File: src/rtl/md_sched_pkg.sv
// Shared definitions for the HI/LO multiply-divide issue controller:
// op encodings, FSM states, default latencies and op classification.
package md_sched_pkg;

  typedef enum logic [2:0] {
    MD_NONE  = 3'd0,
    MD_MULT  = 3'd1,
    MD_MULTU = 3'd2,
    MD_DIV   = 3'd3,
    MD_DIVU  = 3'd4,
    MD_MADD  = 3'd5,
    MD_MTHI  = 3'd6,
    MD_MTLO  = 3'd7
  } md_op_e;

  typedef enum logic {
    ST_IDLE = 1'b0,
    ST_BUSY = 1'b1
  } md_state_e;

  localparam int unsigned MULT_LAT_DEF = 5;
  localparam int unsigned DIV_LAT_DEF  = 10;
  localparam int unsigned CNT_W_DEF    = 4;

  function automatic logic md_is_long(input logic [2:0] op);
    return (op == MD_MULT) || (op == MD_MULTU) || (op == MD_DIV) ||
           (op == MD_DIVU) || (op == MD_MADD);
  endfunction

  function automatic logic md_is_div(input logic [2:0] op);
    return (op == MD_DIV) || (op == MD_DIVU);
  endfunction

endpackage

File: src/rtl/md_lat_cnt.sv
// Loadable down-counter that parks at zero; o_done marks the final count.
module md_lat_cnt #(
  parameter int unsigned CNT_W = 4
) (
  input  logic             clk,
  input  logic             reset,
  input  logic             i_load,
  input  logic [CNT_W-1:0] i_load_val,
  output logic             o_done
);

  logic [CNT_W-1:0] r_cnt;

  always_ff @(posedge clk) begin
    if (reset) begin
      r_cnt <= '0;
    end else if (i_load) begin
      r_cnt <= i_load_val;
    end else if (r_cnt != '0) begin
      r_cnt <= r_cnt - 1'b1;
    end
  end

  assign o_done = (r_cnt == CNT_W'(1));

endmodule

File: src/rtl/md_sched.sv
// Issue/hazard controller for the HI/LO multiply-divide unit: starts MD ops
// from E, tracks busy latency, stalls dependent D-stage ops, counts stalls.
module md_sched
  import md_sched_pkg::*;
#(
  parameter int unsigned MULT_LAT      = MULT_LAT_DEF,
  parameter int unsigned DIV_LAT       = DIV_LAT_DEF,
  parameter int unsigned CNT_W         = CNT_W_DEF,
  parameter logic [31:0] STALL_CNT_RST = '0
) (
  input  logic        clk,
  input  logic        reset,
  input  logic        e_valid,
  input  logic [2:0]  e_md_op,
  input  logic        flush,
  input  logic        d_uses_md,
  output logic        md_start,
  output logic [2:0]  md_op,
  output logic        md_wr_hi,
  output logic        md_wr_lo,
  output logic        busy,
  output logic        stall_d,
  output logic        md_done,
  output logic        illegal_issue,
  output logic [31:0] stall_cnt
);

  md_state_e        r_state;
  logic [31:0]      r_stall_cnt;
  logic             w_iss;
  logic             w_idle;
  logic             w_idle_iss;
  logic             w_done;
  logic [CNT_W-1:0] w_load_val;

  assign w_iss      = e_valid && !flush;
  assign w_idle     = (r_state == ST_IDLE);
  assign w_idle_iss = w_idle && w_iss;

  // Strobes must land in the same cycle as the E operands, so they are
  // decoded from E directly rather than registered.
  assign md_start      = w_idle_iss && md_is_long(e_md_op);
  assign md_wr_hi      = w_idle_iss && (e_md_op == MD_MTHI);
  assign md_wr_lo      = w_idle_iss && (e_md_op == MD_MTLO);
  assign md_op         = w_idle_iss ? e_md_op : MD_NONE;
  assign illegal_issue = !w_idle && w_iss && (e_md_op != MD_NONE);
  assign busy          = !w_idle || md_start;
  assign stall_d       = d_uses_md && busy;
  assign md_done       = !w_idle && w_done;
  assign stall_cnt     = r_stall_cnt;

  assign w_load_val = md_is_div(e_md_op) ? CNT_W'(DIV_LAT) : CNT_W'(MULT_LAT);

  md_lat_cnt #(
    .CNT_W (CNT_W)
  ) u_lat_cnt (
    .clk        (clk),
    .reset      (reset),
    .i_load     (md_start),
    .i_load_val (w_load_val),
    .o_done     (w_done)
  );

  always_ff @(posedge clk) begin
    if (reset) begin
      r_state <= ST_IDLE;
    end else begin
      case (r_state)
        ST_IDLE: if (md_start) r_state <= ST_BUSY;
        ST_BUSY: if (w_done)   r_state <= ST_IDLE;
        default:               r_state <= ST_IDLE;
      endcase
    end
  end

  always_ff @(posedge clk) begin
    if (reset) begin
      r_stall_cnt <= STALL_CNT_RST;
    end else if (stall_d && (r_stall_cnt != '1)) begin
      r_stall_cnt <= r_stall_cnt + 32'd1;
    end
  end

endmodule

File: config.mk
export PLATFORM = sky130hd
export DESIGN_NAME = md_sched
export DESIGN_NICKNAME = d
export VERILOG_FILES = /design/src/rtl/md_sched_pkg.sv /design/src/rtl/md_lat_cnt.sv /design/src/rtl/md_sched.sv
export SDC_FILE = /design/constraint.sdc
export NUM_CORES = 1
export LEC_CHECK = 0
export BUFFER_PORTS_ARGS = -buffer_cell sky130_fd_sc_hd__buf_4
export CORE_UTILIZATION = 40
export DETAILED_ROUTE_END_ITERATION = 16
export PLACE_DENSITY_LB_ADDON = 0.3
export SETUP_SLACK_MARGIN = 0.1
export SLEW_MARGIN = 20
export SYNTH_ARGS = -nofsm -noshare
export SYNTH_HDL_FRONTEND = slang
export SYNTH_HIERARCHICAL = 1
export SYNTH_SLANG_ARGS = --single-unit
export TNS_END_PERCENT = 100
File: constraint.sdc
create_clock -name clk -period 2 [get_ports clk]
set_clock_uncertainty 0.15 [all_clocks]
set_input_delay 0.1 -clock clk [delete_from_list [all_inputs] [get_ports clk]]
set_output_delay 0.1 -clock clk [all_outputs]
set_load 0.05 [all_outputs]
# Word level (Yosys, flattened, before mapping)
# Index checks and enable logic that the tools add are counted.
# totals
regBits	37
latch_bits	0
ramBits	0
mem_bits_ro	0
inputBits	8
wordCells	42
n_memories	0
# classes
addsub	2
multipliers	0
div_mod_pow	0
magnitude_cmp	0
n_eq_ne	9
shift	0
muxes	7
bitwise_logic	1
n_reduce_logical	20
# ops
cell	n
$add A32 B1 Y32 const B	1
$ne A32 B32 Y1 const B	1
$eq A3 B3 Y1 const B	4
$mux W4	3
$logic_and A1 B1 Y1	10
$eq A3 B2 Y1 const B	2
$logic_or A1 B1 Y1	6
$eq A4 B1 Y1 const B	1
$reduce_bool A4 Y1	1
$sub A4 B1 Y4 const B	1
$eq A3 B1 Y1 const B	1
$mux W3	1
$reduce_bool A3 Y1	1
$mux W1	2
$pmux W1 S2	1
$reduce_bool A2 Y1	1
$logic_not A1 Y1	1
$not A1 Y1	1

# Depth between registers and ports, before layout
# depth
word_depth	9
ltp_mapped	9
ltp_nobuf	6

# Hierarchy
# The synthesis kept the hierarchy.
# by_module_without_submodules
module	n_inst	cells_each	area_each_um2	seq_area_each_um2
md_sched	1	236	2115.8	660.6
md_lat_cnt	1	27	246.5	80.1

# Worst setup path before layout
# Ideal clock, no wire load.
# synth_path
path_type	flip-flop to flip-flop
startpoint	register r_stall_cnt[0] (netlist: stall_cnt[0])
endpoint	register r_stall_cnt[18] (netlist: stall_cnt[18])
setup_ns	0.121
arrival_time_ns	2.134
slack_ns	-0.406
stages_incl_launch_ff	8
n_path_buf	1
synth_period_minus_slack_ns	2.406
cell_sequence	dfxtp_1 > ha_1 > nand4_1 > nor2_4 > nand4_4 > buf_6 > nor4_2 > mux2_4
# synth_between
elab_chain_len	2
elab_cells_between_ends	3
# synth_lines
item	line_no	rtl
from (decl)	md_sched.sv:29	logic [31:0] r_stall_cnt;
from (signal assigned)	md_sched.sv:80	r_stall_cnt <= r_stall_cnt + 32'd1;
branches (longest 2 deep; another with $add A32 B1 Y32)	-	
# Several ways; the timed one is not identified.
# A chain may end at the register's enable or synchronous reset.

# Final worst setup path
# layout_path
startpoint	register r_stall_cnt[1] (netlist: stall_cnt[1])
endpoint	register r_stall_cnt[26] (netlist: stall_cnt[26])
# The elaborated chain is that of the path after synthesis.

==> metrics.md <==
| Metric | Value |
|---|---|
| Global Route Usage Sum | `between 20% and 30%` |
| Sequential power share | `45.6%` |
| DIE AREA | `6217 um2` |
| Syn avg cell area | `8.982 um2` |
| Drt drc | `0` |
| Sw frac | `31.16%` |
| Critical path class | `reg -> reg` |
| Crit path DAT | `2.05 ns` |
| Die width | `roughly 79 um` |
| Via count | `roughly 2300` |
| Hpwl dp | `between 4 and 5 mm` |
| GR Overflow Total | `0` |
| Yosys warning count | `6` |
| Fmax | `0.5032 GHz` |
| Clock sink count | `37` |
| Combinational share of power | `25.9%` |
| Final Max Slew Viols | `0` |
| DIE HEIGHT | `78.85 um` |
| Placed instance count | `395` |
| Leading area contributor after synthesis | `dfxtp_1` |
| N_diodes | `0` |
| Synth Area in Adders | `2.119%` |
| CTS root buffer | `clkbuf_8` |
| Placed inst area | `between 3000 and 4000 um2` |
| Post-synthesis register bit count | `37` |
| Worst Hold Class | `in -> reg` |
| EDFF count, synth | `0` |
| Worst skew pair latency | `0.30 ns` |
| Top cell type's share of synthesized area | `31.36%` |
| Sequential area share after synthesis | `31.36%` |
| Max-slew headroom | `64.91%` |
| Aggregate routed wire length | `6.147 mm` |
| WL/cell | `14.81 um` |
| Finish-stage setup viols | `0` |
| Htree depth | `2` |
| Clk buf depth | `2` |
| Internal | `1199 uW` |
| Largest net degree at the start of global routing | `49` |
| Post-synthesis compound-gate area fraction | `14.35%` |
| First-pass GRT wire length | `between 10 and 15 mm` |
| Synth unique cells | `47` |
| Post-synth top flop | `dfxtp_1` |
| Filler cells | `496` |
| Clock network power share | `28.5%` |
| Crit. End Element | `flip-flop` |
| Post-DR vias/cell | `5.610` |
| LEAKAGE | `0.001309 uW` |
| Initial core utilization | `a little over two fifths` |
| VDD IR max | `384.1 uV` |
| IO Pins | `50` |
| TritonCTS Buffers | `5` |
| Synth Area in XOR/XNOR | `less than 1%` |
| Main combinational cell family by area after synthesis | `simple AND/OR/NAND/NOR gates` |
| Setup crit start | `stall_cnt[1]` |
| Fin crit share | `99.36%` |
| Critical Path RT | `2.06 ns` |
| WHS | `0.08651 ns` |
| Post-Syn Instances | `263` |
| Row cnt | `27` |
| DRT iter0 DRCs | `104` |
| Final non-filler cell total | `415` |
| Max-cap violations | `0` |
| Psw | `542.9 uW` |
| CP Max Fanout | `6` |
| Final antenna-violating net count | `0` |
| Post-route cell area | `about 3500 um2` |
| Final hold vios | `0` |
| Tmin final | `1.987 ns` |
| Simple-gate share of the synthesized area | `38.88%` |
| Buffers added on ports | `49` |
| Ys async rst share | `0%` |
| Vias in the first global route | `about 2200` |
| Final GP Congestion | `0.7946` |
| Worst Min Path Start | `d_uses_md` |
| Run status | `finished, final reports clean` |
| Hold Buf Count CTS | `0` |
| Mapped Nets | `275` |
| Mapped Area | `2362 um2` |
| Reg-to-reg startpoint | `stall_cnt[1]` |
| CTS tree | `built` |
| Top cells by area, synth | `dfxtp_1 31%, mux2_4 5.1%, o31ai_1 4.8%` |
| Antenna violations before repair | `0` |
| Core area | `5608 um2` |
| DR pass1 iterations | `4` |
| RSZ-0062 raised after global routing | `yes` |
| Reg clk slew, reported paths | `approximately 0.080 ns` |
| PwrDens | `between 500 and 600 nW/um2` |
| Share of layout cells above drive strength 1 | `52.19%` |
| Worst setup SP type | `flip-flop` |
| Post-synthesis mux area share | `6.515%` |
| Worst-Margin Slew | `between 0.5 and 0.6 ns` |
| Area delta synth->final | `46.56%` |
| Post-layout nets | `355` |
[state kept, by name, indices dropped and copies added, names as in the netlist]
register,cells
r_state,1
stall_cnt,32
u_lat_cnt/r_cnt,4
[area by class of cell]
type,count,area [um2],share of cell area [%]
timing repair buffer,86,749.5,21.65
sequential,37,844.6,24.39
inverter,9,33.78,0.9758
tap,72,90.09,2.602
multi-input combinational,204,1667,48.14
clock buffer,6,72.57,2.096
clock inverter,1,5.005,0.1446
[power by group through the flow]
| stage | logic [uW] | clock network, uW | registers (uW) |
|---|---|---|---|
| 2_1_floorplan | 328 | 0 | 805 |
| 3_3_place_gp | 436 | 0 | 805 |
| 3_5_place_dp | 445 | 0 | 811 |
| 4_1_cts | 450 | 514 | 793 |
| 5_1_grt | 488 | 547 | 798 |
| 6_report | 451 | 497 | 795 |
[cells in the mapped netlist (5+ instances only)]
| cell type | n |
|---|---|
| and3_1 | 5 |
| dfxtp_1 | 37 |
| nand3_1 | 9 |
| inv_1 | 9 |
| or3_1 | 6 |
| buf_6 | 7 |
| nor2b_1 | 12 |
| nor2_1 | 19 |
| nor4_2 | 8 |
| or4_1 | 15 |
| nand2_1 | 20 |
| a21oi_1 | 22 |
| mux2_4 | 8 |
| o31ai_1 | 15 |
| nand4_1 | 6 |
[metrics by stage]
step	utilization [%]	power (uW)	TNS, ns	setup slack, ns
after floorplan	-	1133	0	0.004401
after global placement	56.29	1241	0	0.007053
after detailed placement	56.29	1256	-0.06850	-0.03422
after CTS	59.97	1757	0	0.01682
after global routing	61.74	1833	-0.9930	-0.09658
final	61.74	1742	0	0.01288
[worst paths after layout]
check | endpoint | slack, ns | depth (start not counted)
hold / removal | stall_cnt[3] | 0.09 | 4
hold reg to reg | stall_cnt[19] | 0.36 | 2
setup reg to reg | stall_cnt[26] | 0.01 | 7
setup / recovery | stall_cnt[26] | 0.01 | 7
[logic make-up after synthesis]
group | count (synthesis)
compound gates | 53
xor+xnor | 2
fa+ha+maj | 4
buf+inv | 22
flops | 37
mux | 11
simple gates | 134
[worst max-delay path: stages, from the launching register on]
cell	delay, ns
dfxtp_4	0.38
ha_4	0.13
nand4_1	0.15
nor2_4	0.18
nand4_4	0.18
buf_12	0.20
or4_4	0.40
a21oi_1	0.14
[cell usage in the layout, fill, tap and decap left out, types with 8 or more instances in the layout]
cell	synthesis	routed
or4_1	15	11
mux2_4	8	9
inv_1	9	9
buf_4	2	76
nand3_1	9	9
nor2_1	19	19
a21oi_1	22	18
nand2_1	20	18
o31ai_1	15	15
nor2b_1	12	12
dfxtp_4	0	26
nor4_4	1	8
[repair_timing]
action / 4_1_cts / 5_1_grt
pin swaps: 7 / 12
setup endpoints to repair: 24 / 30
setup buffers: 10 / 2
resized for setup: 8 / 13
cloned: 0 / 1
[metal layers]
| layer | wire length [um] | global-route usage [%] |
|---|---|---|
| met1 | 2656 | 23.79 |
| met4 | 62 | 7.636 |
| met5 | 0 | 0 |
| met2 | 3171 | 37.30 |
| met3 | 256 | 4.138 |
Note: power is estimated with default switching activity, not from simulation.
